--- config.mk ---
export PLATFORM = sky130hd
export DESIGN_NAME = ahb3lite_arbiter
export DESIGN_NICKNAME = d
export VERILOG_FILES = /design/src/rtl/ahb3lite_arbiter.sv
export SDC_FILE = /design/constraint.sdc
export NUM_CORES = 1
export LEC_CHECK = 0
export ABC_AREA = 1
export CAP_MARGIN = 20
export CORE_MARGIN = 5
export CORE_UTILIZATION = 27
export CTS_BUF_LIST = sky130_fd_sc_hd__clkbuf_4
export DETAILED_ROUTE_END_ITERATION = 10
export GPL_TIMING_DRIVEN = 0
export PLACE_DENSITY = 0.76
export SYNTH_ARGS = -nofsm -noshare
export SYNTH_HDL_FRONTEND = slang
export SYNTH_SLANG_ARGS = --single-unit
export TNS_END_PERCENT = 10
--- constraint.sdc ---
create_clock -name HCLK -period 1.7 [get_ports HCLK]
set_input_delay 0.34 -clock HCLK [delete_from_list [all_inputs] [get_ports HCLK]]
set_output_delay 0.34 -clock HCLK [all_outputs]
set_load 0.03 [all_outputs]
--- src/rtl/ahb3lite_arbiter.sv ---
// ahb3lite_arbiter: round-robin arbiter that shares one AHB3-Lite slave port
// among up to four masters. Ownership changes only at burst boundaries, idle
// cycles, ERROR responses, or when an undefined-length INCR owner lets go.
// Address-phase signals follow HMASTER; write data follows the data-phase
// owner HMASTER_D.
module ahb3lite_arbiter #(
    parameter int N_MASTERS      = 2,
    parameter int DEFAULT_MASTER = 0
) (
    input  logic                    HCLK,
    input  logic                    HRESETn,
    input  logic [N_MASTERS-1:0]    HBUSREQ,
    input  logic [2*N_MASTERS-1:0]  M_HTRANS,
    input  logic [32*N_MASTERS-1:0] M_HADDR,
    input  logic [N_MASTERS-1:0]    M_HWRITE,
    input  logic [3*N_MASTERS-1:0]  M_HSIZE,
    input  logic [3*N_MASTERS-1:0]  M_HBURST,
    input  logic [32*N_MASTERS-1:0] M_HWDATA,
    input  logic                    HREADY,
    input  logic                    HRESP,
    output logic [N_MASTERS-1:0]    HGRANT,
    output logic [1:0]              HMASTER,
    output logic [1:0]              HMASTER_D,
    output logic [1:0]              S_HTRANS,
    output logic [31:0]             S_HADDR,
    output logic                    S_HWRITE,
    output logic [2:0]              S_HSIZE,
    output logic [2:0]              S_HBURST,
    output logic [31:0]             S_HWDATA
);

    localparam logic [1:0] DEF_IDX   = 2'(DEFAULT_MASTER);
    localparam logic [1:0] TR_IDLE   = 2'd0;
    localparam logic [1:0] TR_NONSEQ = 2'd2;

    typedef enum logic {PARK, BURST} state_t;

    state_t     state;
    logic [4:0] counter;
    logic [4:0] burst_len;
    logic [1:0] last_owner;

    logic       beat_ok;
    logic       is_nonseq;
    logic [4:0] beat_num;
    logic [4:0] cur_len;
    logic       last_beat;
    logic       owner_req;
    logic       arb_point;
    logic [1:0] winner;
    logic       req_found;
    int         rr_idx;

    // Number of beats implied by HBURST; 0 marks undefined-length INCR.
    function automatic logic [4:0] burst_beats(input logic [2:0] hburst);
        case (hburst)
            3'd0:       return 5'd1;
            3'd1:       return 5'd0;
            3'd2, 3'd3: return 5'd4;
            3'd4, 3'd5: return 5'd8;
            default:    return 5'd16;
        endcase
    endfunction

    function automatic logic [N_MASTERS-1:0] one_hot(input logic [1:0] idx);
        logic [N_MASTERS-1:0] v;
        v = '0;
        for (int i = 0; i < N_MASTERS; i++)
            if (idx == 2'(i)) v[i] = 1'b1;
        return v;
    endfunction

    // Address-phase mux follows HMASTER, write-data mux follows HMASTER_D.
    always_comb begin
        S_HTRANS = '0;
        S_HADDR  = '0;
        S_HWRITE = 1'b0;
        S_HSIZE  = '0;
        S_HBURST = '0;
        S_HWDATA = '0;
        for (int i = 0; i < N_MASTERS; i++) begin
            if (HMASTER == 2'(i)) begin
                S_HTRANS = M_HTRANS[2*i +: 2];
                S_HADDR  = M_HADDR[32*i +: 32];
                S_HWRITE = M_HWRITE[i];
                S_HSIZE  = M_HSIZE[3*i +: 3];
                S_HBURST = M_HBURST[3*i +: 3];
            end
            if (HMASTER_D == 2'(i))
                S_HWDATA = M_HWDATA[32*i +: 32];
        end
    end

    // Beat bookkeeping: a NONSEQ restarts the count and supplies the length
    // for the beat it is on, so a SINGLE is its own last beat.
    assign beat_ok   = HREADY && S_HTRANS[1];
    assign is_nonseq = (S_HTRANS == TR_NONSEQ);
    assign beat_num  = is_nonseq ? 5'd1 : counter + 5'd1;
    assign cur_len   = is_nonseq ? burst_beats(S_HBURST) : burst_len;
    assign last_beat = beat_ok && (cur_len != 5'd0) && (beat_num == cur_len);

    // A parked master holds the bus by default rather than by request, so it
    // never blocks arbitration during an undefined-length burst.
    assign owner_req = (|(HBUSREQ & one_hot(HMASTER))) && (state == BURST);
    assign arb_point = HREADY && ((S_HTRANS == TR_IDLE) || last_beat ||
                                  ((cur_len == 5'd0) && !owner_req) || HRESP);

    // Round-robin search starting after the last owner, which is tried last.
    always_comb begin
        winner    = DEF_IDX;
        req_found = 1'b0;
        rr_idx    = 0;
        for (int k = 1; k <= N_MASTERS; k++) begin
            rr_idx = int'(last_owner) + k;
            if (rr_idx >= N_MASTERS) rr_idx = rr_idx - N_MASTERS;
            if (!req_found && (|(HBUSREQ & one_hot(2'(rr_idx))))) begin
                req_found = 1'b1;
                winner    = 2'(rr_idx);
            end
        end
    end

    // Ownership FSM, beat counter and data-phase owner tracking.
    always_ff @(posedge HCLK or negedge HRESETn) begin
        if (!HRESETn) begin
            state      <= PARK;
            HGRANT     <= one_hot(DEF_IDX);
            HMASTER    <= DEF_IDX;
            HMASTER_D  <= DEF_IDX;
            last_owner <= DEF_IDX;
            counter    <= '0;
            burst_len  <= '0;
        end else begin
            if (HREADY)
                HMASTER_D <= HMASTER;
            if (beat_ok) begin
                counter <= beat_num;
                if (is_nonseq)
                    burst_len <= cur_len;
            end
            if (arb_point) begin
                HGRANT  <= one_hot(winner);
                HMASTER <= winner;
                if (req_found) begin
                    state      <= BURST;
                    last_owner <= winner;
                end else begin
                    state <= PARK;
                end
            end
        end
    end

endmodule
Word-level counts from Yosys, hierarchy flattened:

Cells that the tools add are included.

* bits in registers: 19

* $add $sub $neg: 5
* order comparisons: 2
* eq/ne operators: 12
* multiplexer cells: 30
* bitwise operators: 3
* reduce and logical (&&, ||, !) cells: 28

Operator list (number)
* 32-bit two-way mux: 4
* 5-bit case mux with 4 select lines: 1
* 1-bit two-way mux: 13
* 2-bit zero test: 6
* 2-bit two-way mux: 6
* 3-bit two-way mux: 4
* 2-bit by 1-bit equality test with 1-bit output (second input constant): 5
* 5-bit two-way mux: 2
* 2-bit OR reduction: 5
* 1-bit logical AND: 7
* 2-bit AND: 3
* 3-bit by 2-bit equality test with 1-bit output (second input constant): 2
* 3-bit equality test (second input constant): 2
* 3-bit by 2-bit >= comparator with 1-bit output (second input constant): 2
* 5-bit by 1-bit adder with 5-bit output (second input constant): 1
* 5-bit equality test: 1
* 5-bit zero test: 1
* 5-bit nonzero test: 1
* 2-bit AND reduction: 2
* 2-bit subtractor (second input constant): 2
* 2-bit by 1-bit adder with 3-bit output (second input constant): 1
* 2-bit by 2-bit adder with 3-bit output (second input constant): 1
* 3-bit by 1-bit equality test with 1-bit output (second input constant): 1
* 3-bit zero test: 1
* other kinds (3): 6

Logic depth before layout (Yosys ltp):

* depth after elaboration: 15
* mapped depth: 18

Worst setup path before layout:

No wires, ideal clock.

* path kind: register to register
* start point: reg HMASTER[0]
* end point: reg last_owner[0]
* setup time: 0.118 ns
* data arrival time: 2.034 ns
* required time: 1.582 ns
* slack: -0.452 ns
* cell stages (with the launch flop): 17
* period minus slack after synthesis: 2.152 ns
* path through: dfrtp_1 buf_6 nor2_4 nand2_1 nand2_2 nand2_4 buf_6 nand2_1 nor2_1 nor2_1 nand3_1 nor2_1 nand2_1 nand2_1 nand3_1 nand2_1 nand2_1

RTL lines
* from (decl): RTL line 22 `output logic [1:0] HMASTER,`
* from (signal assigned): RTL line 143 `HMASTER <= winner;`
* 2-bit zero test: RTL line 82 `if (HMASTER == 2'(i)) begin`
* 2-bit two-way mux: RTL line 82
* 2-bit two-way mux (*): RTL line 82
* net S_HTRANS[1]: RTL line 24 `output logic [1:0] S_HTRANS,`
* 2-bit equality test: RTL line 97 `assign is_nonseq = (S_HTRANS == TR_NONSEQ);`
* 5-bit two-way mux: RTL line 99 `assign cur_len = is_nonseq ? burst_beats(S_HBURST) : burst_len;`
* 5-bit nonzero test: RTL line 100 `assign last_beat = beat_ok && (cur_len != 5'd0) && (beat_num == cur_len);`
* 1-bit logical AND (2 in series): RTL line 100
* 1-bit logical OR: RTL line 105 `assign arb_point = HREADY && ((S_HTRANS == TR_IDLE) || last_beat ||`
* 1-bit logical OR (*): RTL line 105
* 1-bit logical OR (*): RTL line 106 `((cur_len == 5'd0) && !owner_req) || HRESP);`
* 1-bit logical AND (*): RTL line 105
* 2-bit AND reduction (no line) (*)
* to (signal assigned): RTL line 146 `last_owner <= winner;`
* to (decl): RTL line 41 `logic [1:0] last_owner;`

Mark *: on every way through the listed nets, which the timed path passes. The rest lies on a longest branch.
A chain may end at the register's enable or synchronous reset.

Final worst setup path:

* start point: reg HMASTER[0]
* end point: reg last_owner[0]

* word-level cells in the longest chain between the ends: 15

Ends and longest elaborated chain
* 2-bit zero test: RTL line 69, 82
* 3-bit two-way mux (2 in series): RTL line 82
* 3-bit equality test / 3-bit by 2-bit equality test with 1-bit output (equally long branches): RTL line 56 `case (hburst)`
* 2-bit OR reduction: RTL line 56
* 5-bit case mux with 4 select lines: RTL line 56
* 5-bit two-way mux: RTL line 99
* 5-bit nonzero test: RTL line 100
* 1-bit logical AND (2 in series): RTL line 100
* 1-bit logical OR: RTL line 105
* 1-bit logical OR (*): RTL line 105
* 1-bit logical OR (*): RTL line 106
* 1-bit logical AND (*): RTL line 105
* 2-bit AND reduction (no line) (*)

Mark *: on every way between the ends. The rest lies on a longest branch, timed or not.

==> impl_metrics.ini <==
[clock_network]
clk_latency_ns = 0.30
cts_tree = done
h-tree-depth = 1
cts_hold_buf = 0
cts.sinks = 19
cts-buffers-inserted = 3
cts_max_path_buffers = 2
path_clk_slew_ns = 0.11
cts-root-buf = clkbuf_4

[sta]
setup_viol = 78
slew_headroom = 0.432
skew_ns = 0.00459
period_share = 1.20
layout_setup_ws_ns = -0.339
hold_viol = 0
post-route-min-period_ns = 2.04
max_slew.worst_pin.slew_ns = 0.850
grt_setup_unrepaired = yes
slew_violations = 0
fmax_ghz = 0.491
hold_slack_ns = 0.479

[outcome]
failed_checks = negative setup slack
outcome = finished with violations

[synthesis]
synth.most_common_cell = nand2_1
syn_inst = 409
synth_fp_nets = 562
synth_seq_cells = 19
yosys.area.top_type = nand2_1
synthTopCellsByCount = nand2_1 (169), nand3_1 (117), inv_1 (20)
synth_flop_cell = dfrtp_1
ys_seq_area_frac = 0.216
synth_edf_count = 0
synthDistinctLibCells = 24
synth.area.top_cells = nand2_1 (29%), nand3_1 (27%), dfrtp_1 (20%)
synthArstFlopShare = 1.00
synth_top_area_frac = 0.288
yosys_warnings = 0
syn_area_per_cell_um2 = 5.39
syn_area_um2 = 2200

[flow_run]
maxCapViolCount = 0

[route]
initialDrtViolationCount = 159
drc = 0
wirelength_mm = 11.0
num_vias = 3595
via_per_inst = 4.76
drt-wirelength-per-cell_um = 14.6
ant_nets = 0
firstDrtPassIters = 5

[setup_path]
cp_max_fo = 7
path_buf_inv = 1
crit_type = register to register
worst_r2r_endpoint = last_owner[0]
critPathArrivalTime_ns = 2.24
worstRegToRegCells = 16
crit_family = simple AND/OR/NAND/NOR gates
crit_path_end_kind = register
critPathRequiredTime_ns = 1.90
crit_end = last_owner[0]
critPathSlowestCell = dfrtp_2
r2r_start = HMASTER[0]
cp_cell_sequence = nor2_4 -> nand2_2 -> nand2_4 -> inv_4 -> nor2_4 -> nand2_2 -> nand2_2 -> nor2_1 -> nand2_1 -> nor2_1 -> nor2_1 -> nand2_1 -> nand2_2 -> nand3_2 -> nand2_1 -> nand2_1
max_stage_delay_ns = 0.48
reg2reg_slack_ns = -0.34
startpoint = HMASTER[0]
start_kind = register
cp.depth = 16

[floorplan]
fp.coreArea_um2 = 8090
rows = 33
dieArea_um2 = 10100
num_io_pins = 231
start_util = 0.272
fp.dieH_um = 100
die_w_um = 100

[pwr]
p_leak_nw = 2.53
cellPowerDensity_nw_per_um2 = 1240
vdd_drop_max_mv = 0.675
totalPowerFinal_w = 0.00628

[place]
dp_slack_ns = -1.02
gp_congestion = 0.905
io_buffer_count = 230
place_area_um2 = 4660
hpwl_mm = 9.18

[grt]
grt_pass1_vias = 3589
grt_pass1_wl_mm = 17.0
grt.met2_usage = 0.383
grt_util_met1 = 0.219
grt_max_degree = 20
overflow = 0
grt.busiest_layer = met2
grt_util_met3 = 0.0653
track_usage = 0.204
antenna_found_initial = 0

[cells_and_area]
final_util = 0.624
area_delta_synth_final_pct = 129
drive_above_1_share = 0.230
layout.nets = 805
fin_area_um2 = 5050
n_antenna_cell = 0

[hold_path]
hp-class = register to register
holdPathStages = 2
==> registers in the layout, indices dropped and copies added (netlist names) <==
| register | cells |
|---|---|
| state | 1 |
| HMASTER_D | 2 |
| last_owner | 2 |
| burst_len | 5 |
| counter | 5 |
| HMASTER | 2 |
| HGRANT | 2 |
==> stage by stage <==
step | setup TNS [ns] | instances
floorplan | -13.30 | 409
global placement | -61.10 | 744
detailed placement | -63.23 | 744
CTS | -14.50 | 753
global route | -18.75 | 756
finish | -10.28 | 756
==> worst reg2reg max path, stage by stage (launching register included) <==
cell	delay, ns
dfrtp_2	0.48
nor2_4	0.18
nand2_2	0.09
nand2_4	0.11
inv_4	0.06
nor2_4	0.18
nand2_2	0.08
nand2_2	0.07
nor2_1	0.04
nand2_1	0.05
nor2_1	0.03
nor2_1	0.10
nand2_1	0.11
nand2_2	0.11
nand3_2	0.09
nand2_1	0.09
nand2_1	0.05
==> what timing repair did <==
| action | 4_1_cts | 5_1_grt |
|---|---|---|
| gates resized for setup | 581 | 18 |
| cloned | 1 | 0 |
| setup endpoints to repair | 92 | 88 |
| pin swaps | 12 | 11 |
| setup buffers | 4 | 4 |
==> worst min path at each step <==
stage	start	end	slack [ns]
2_1_floorplan	HRESETn	HGRANT[1]	0.04
3_3_place_gp	state	state	0.46
3_5_place_dp	HGRANT[0]	HGRANT[0]	0.47
4_1_cts	HGRANT[0]	HGRANT[0]	0.49
5_1_grt	HGRANT[0]	HGRANT[0]	0.51
6_report	HGRANT[0]	HGRANT[0]	0.48
==> layer usage <==
| layer | vias up | part of all wire |
|---|---|---|
| met5 | - | 0 |
| met4 | 0 | 0.023 |
| met2 | 185 | 0.51 |
| li1 | 1816 | - |
| met3 | 16 | 0.12 |
| met1 | 1578 | 0.35 |
==> layout make-up <==
class / instances / area [µm²]
repair buffers: 239 / 2420
multi-input cells: 337 / 1590
well taps: 105 / 131
plain buffers: 27 / 294
clock buffers: 3 / 22.5
inverters: 25 / 109
clock inverters: 1 / 5.00
fillers: 753 / 3050
flip-flops and latches: 19 / 479
==> power by group <==
part	total (W)	internal, W	switching, W	leakage, nW
clock network	0.000237	0.0000876	0.000150	0.0177
logic	0.00530	0.00227	0.00303	2.27
registers	0.000748	0.000608	0.000140	0.236
==> cell families (layout without fill, tap and decap cells) <==
family / after synthesis / count (layout) / share of synthesized area
buffers and inverters: 53 / 295 / 0.0971
adders and majority gates: 1 / 1 / 0.00568
xor gates and xnor gates: 3 / 3 / 0.0119
AOI/OAI and AO/OA: 18 / 18 / 0.0437
DFF: 19 / 19 / 0.216
and+or+nand+nor: 315 / 315 / 0.625
==> cells in the final DEF, fill, tap and decap left out, types with 2 or more instances in the layout <==
cell and n:
buf_2 2, dlygate4sd2_1 5, clkbuf_8 7, nand3_1 116, buf_6 70, a21oi_1 2, inv_1 17, nand2_1 156
clkbuf_4 7, nand2_4 3, buf_4 20, o22ai_1 2, inv_2 4, nand2_2 14, xor2_1 2, nand4_1 2
nor2_2 2, clkdlybuf4s50_1 152, nor2_1 16, nand3_2 2, o21ai_0 11, nor2_4 3, dfrtp_1 16, dfrtp_2 2
clkbuf_2 3
Power figures use the tool's default switching activity.
==> edit: new RTL, config.mk and constraints unchanged <==
Reset style: synchronous (`HRESETn`), changed in one clocked block.
--- a/src/rtl/ahb3lite_arbiter.sv
+++ b/src/rtl/ahb3lite_arbiter.sv
@@ -123,3 +123,3 @@
     // Ownership FSM, beat counter and data-phase owner tracking.
-    always_ff @(posedge HCLK or negedge HRESETn) begin
+    always_ff @(posedge HCLK) begin
         if (!HRESETn) begin
Behaviour: differs if HRESETn is asserted again (counterexample within 4 cycles, from zero or initial values and one cycle with HRESETn low); with HRESETn held inactive, the same outputs for 10 cycles.
==> edit against the original RTL <==
  * The run still ends with negative setup slack left
  * Sequential share of layout area fell by 2.0 points
  * Wire length rose by 1.1%
  * Cell area rose by 2.2%
  * Area after synthesis fell by 2.2%
  * Highest routed layer unchanged
  * Global-route usage barely moved
  * Critical path depth rose by 3
  * Largest cell class unchanged
  * Sequential cell count did not move
  * Worst hold slack got worse by 0.13 ns
  * Setup slack got worse by 0.0032 ns
Power is not compared: it rests on default switching activity, and its combinational part moved more than twofold at a synthesized area within 25%.
==> edit: results (changes against the original RTL) <==
metric;value;unit;change
status;finished with violations;;unchanged
violated checks;negative setup slack;;unchanged
most common library cells after synthesis;nand2_1 (114), nand3_1 (87), inv_1 (48);;was nand2_1 (169), nand3_1 (117), inv_1 (20)
FF-to-FF path depth;19;;was 16
Worst EP arrival;2.29;ns;was 2.24 ns
Metal-1 WL;3870;um;was 3820 um
crit path max-delay cell type;dfxtp_4;;was dfrtp_2
worst-path fanout max;5;;was 7
Slew @ Worst Pin;0.430;ns;was 0.850 ns
setup ws final;-0.342;ns;was -0.339 ns
Post-Syn Nets;555;;was 562
min-delay src;HREADY;;was HGRANT[0]
largest net degree at the start of global routing;11;;was 20
final setup violation count;82;;was 78
M2 GR Usage;39.2;%;was 38.3%
drt first-iter violations;105;;was 159
I/O Buffers;229;;was 230
hold-critical path endpoint;HMASTER_D[1];;was HGRANT[0]
met1 global-route usage;21.5;%;was 21.9%
RePlAce Congestion;0.851;;was 0.905
Post-synth top flop;dfxtp_1;;was dfrtp_1
Fin Setup TNS;-14.10;ns;was -10.28 ns
Via density;4.68;;was 4.76
Final nets;800;;was 805
Compound-Gate Fraction of Synth Area;13.6;%;was 4.37%
Async S/R FF share, synth;0;%;was 100%
Reg-to-Reg Start;HMASTER[0];;unchanged
register area;387;um^2;was 479 um^2
adder-cell share of the synthesized area;0.581;%;was 0.568%
vias in the first global route;3517;;was 3589
clock buffers;4;;was 3
crit path to;last_owner[0];;unchanged
Area after DPL;4600;um^2;was 4660 um^2
WL met2;6150;um;was 5620 um
GRT met3 Usage;5.54;%;was 6.53%
DR WL met3;827;um;was 1310 um
Clock-cell share;0.582;%;was 0.545%
Seq/total area;7.49;%;was 9.49%
-- edit: cell count changes after synthesis, moves of 11 or more --
| cell | before | now |
|---|---|---|
| a21oi_1 | 2 | 13 |
| dfrtp_1 | 18 | 0 |
| dfxtp_1 | 0 | 19 |
| inv_1 | 20 | 48 |
| nand2_1 | 169 | 114 |
| nand3_1 | 117 | 87 |
| o21ai_0 | 11 | 44 |
-- edit: logic make-up after synthesis --
family	after synthesis
flops	19
compound gates	58
xor+xnor	3
fa+ha+maj	1
simple gates	239
buf+inv	82
-- edit: per-stage QoR --
step / worst slack, ns / cells / hold WS [ns]
3_5_place_dp: -0.930 / 733 / 0.464
5_1_grt: -0.507 / 748 / 0.358
3_3_place_gp: -0.887 / 733 / 0.452
2_1_floorplan: -0.219 / 402 / 0.439
6_report: -0.342 / 748 / 0.349
4_1_cts: -0.313 / 747 / 0.342
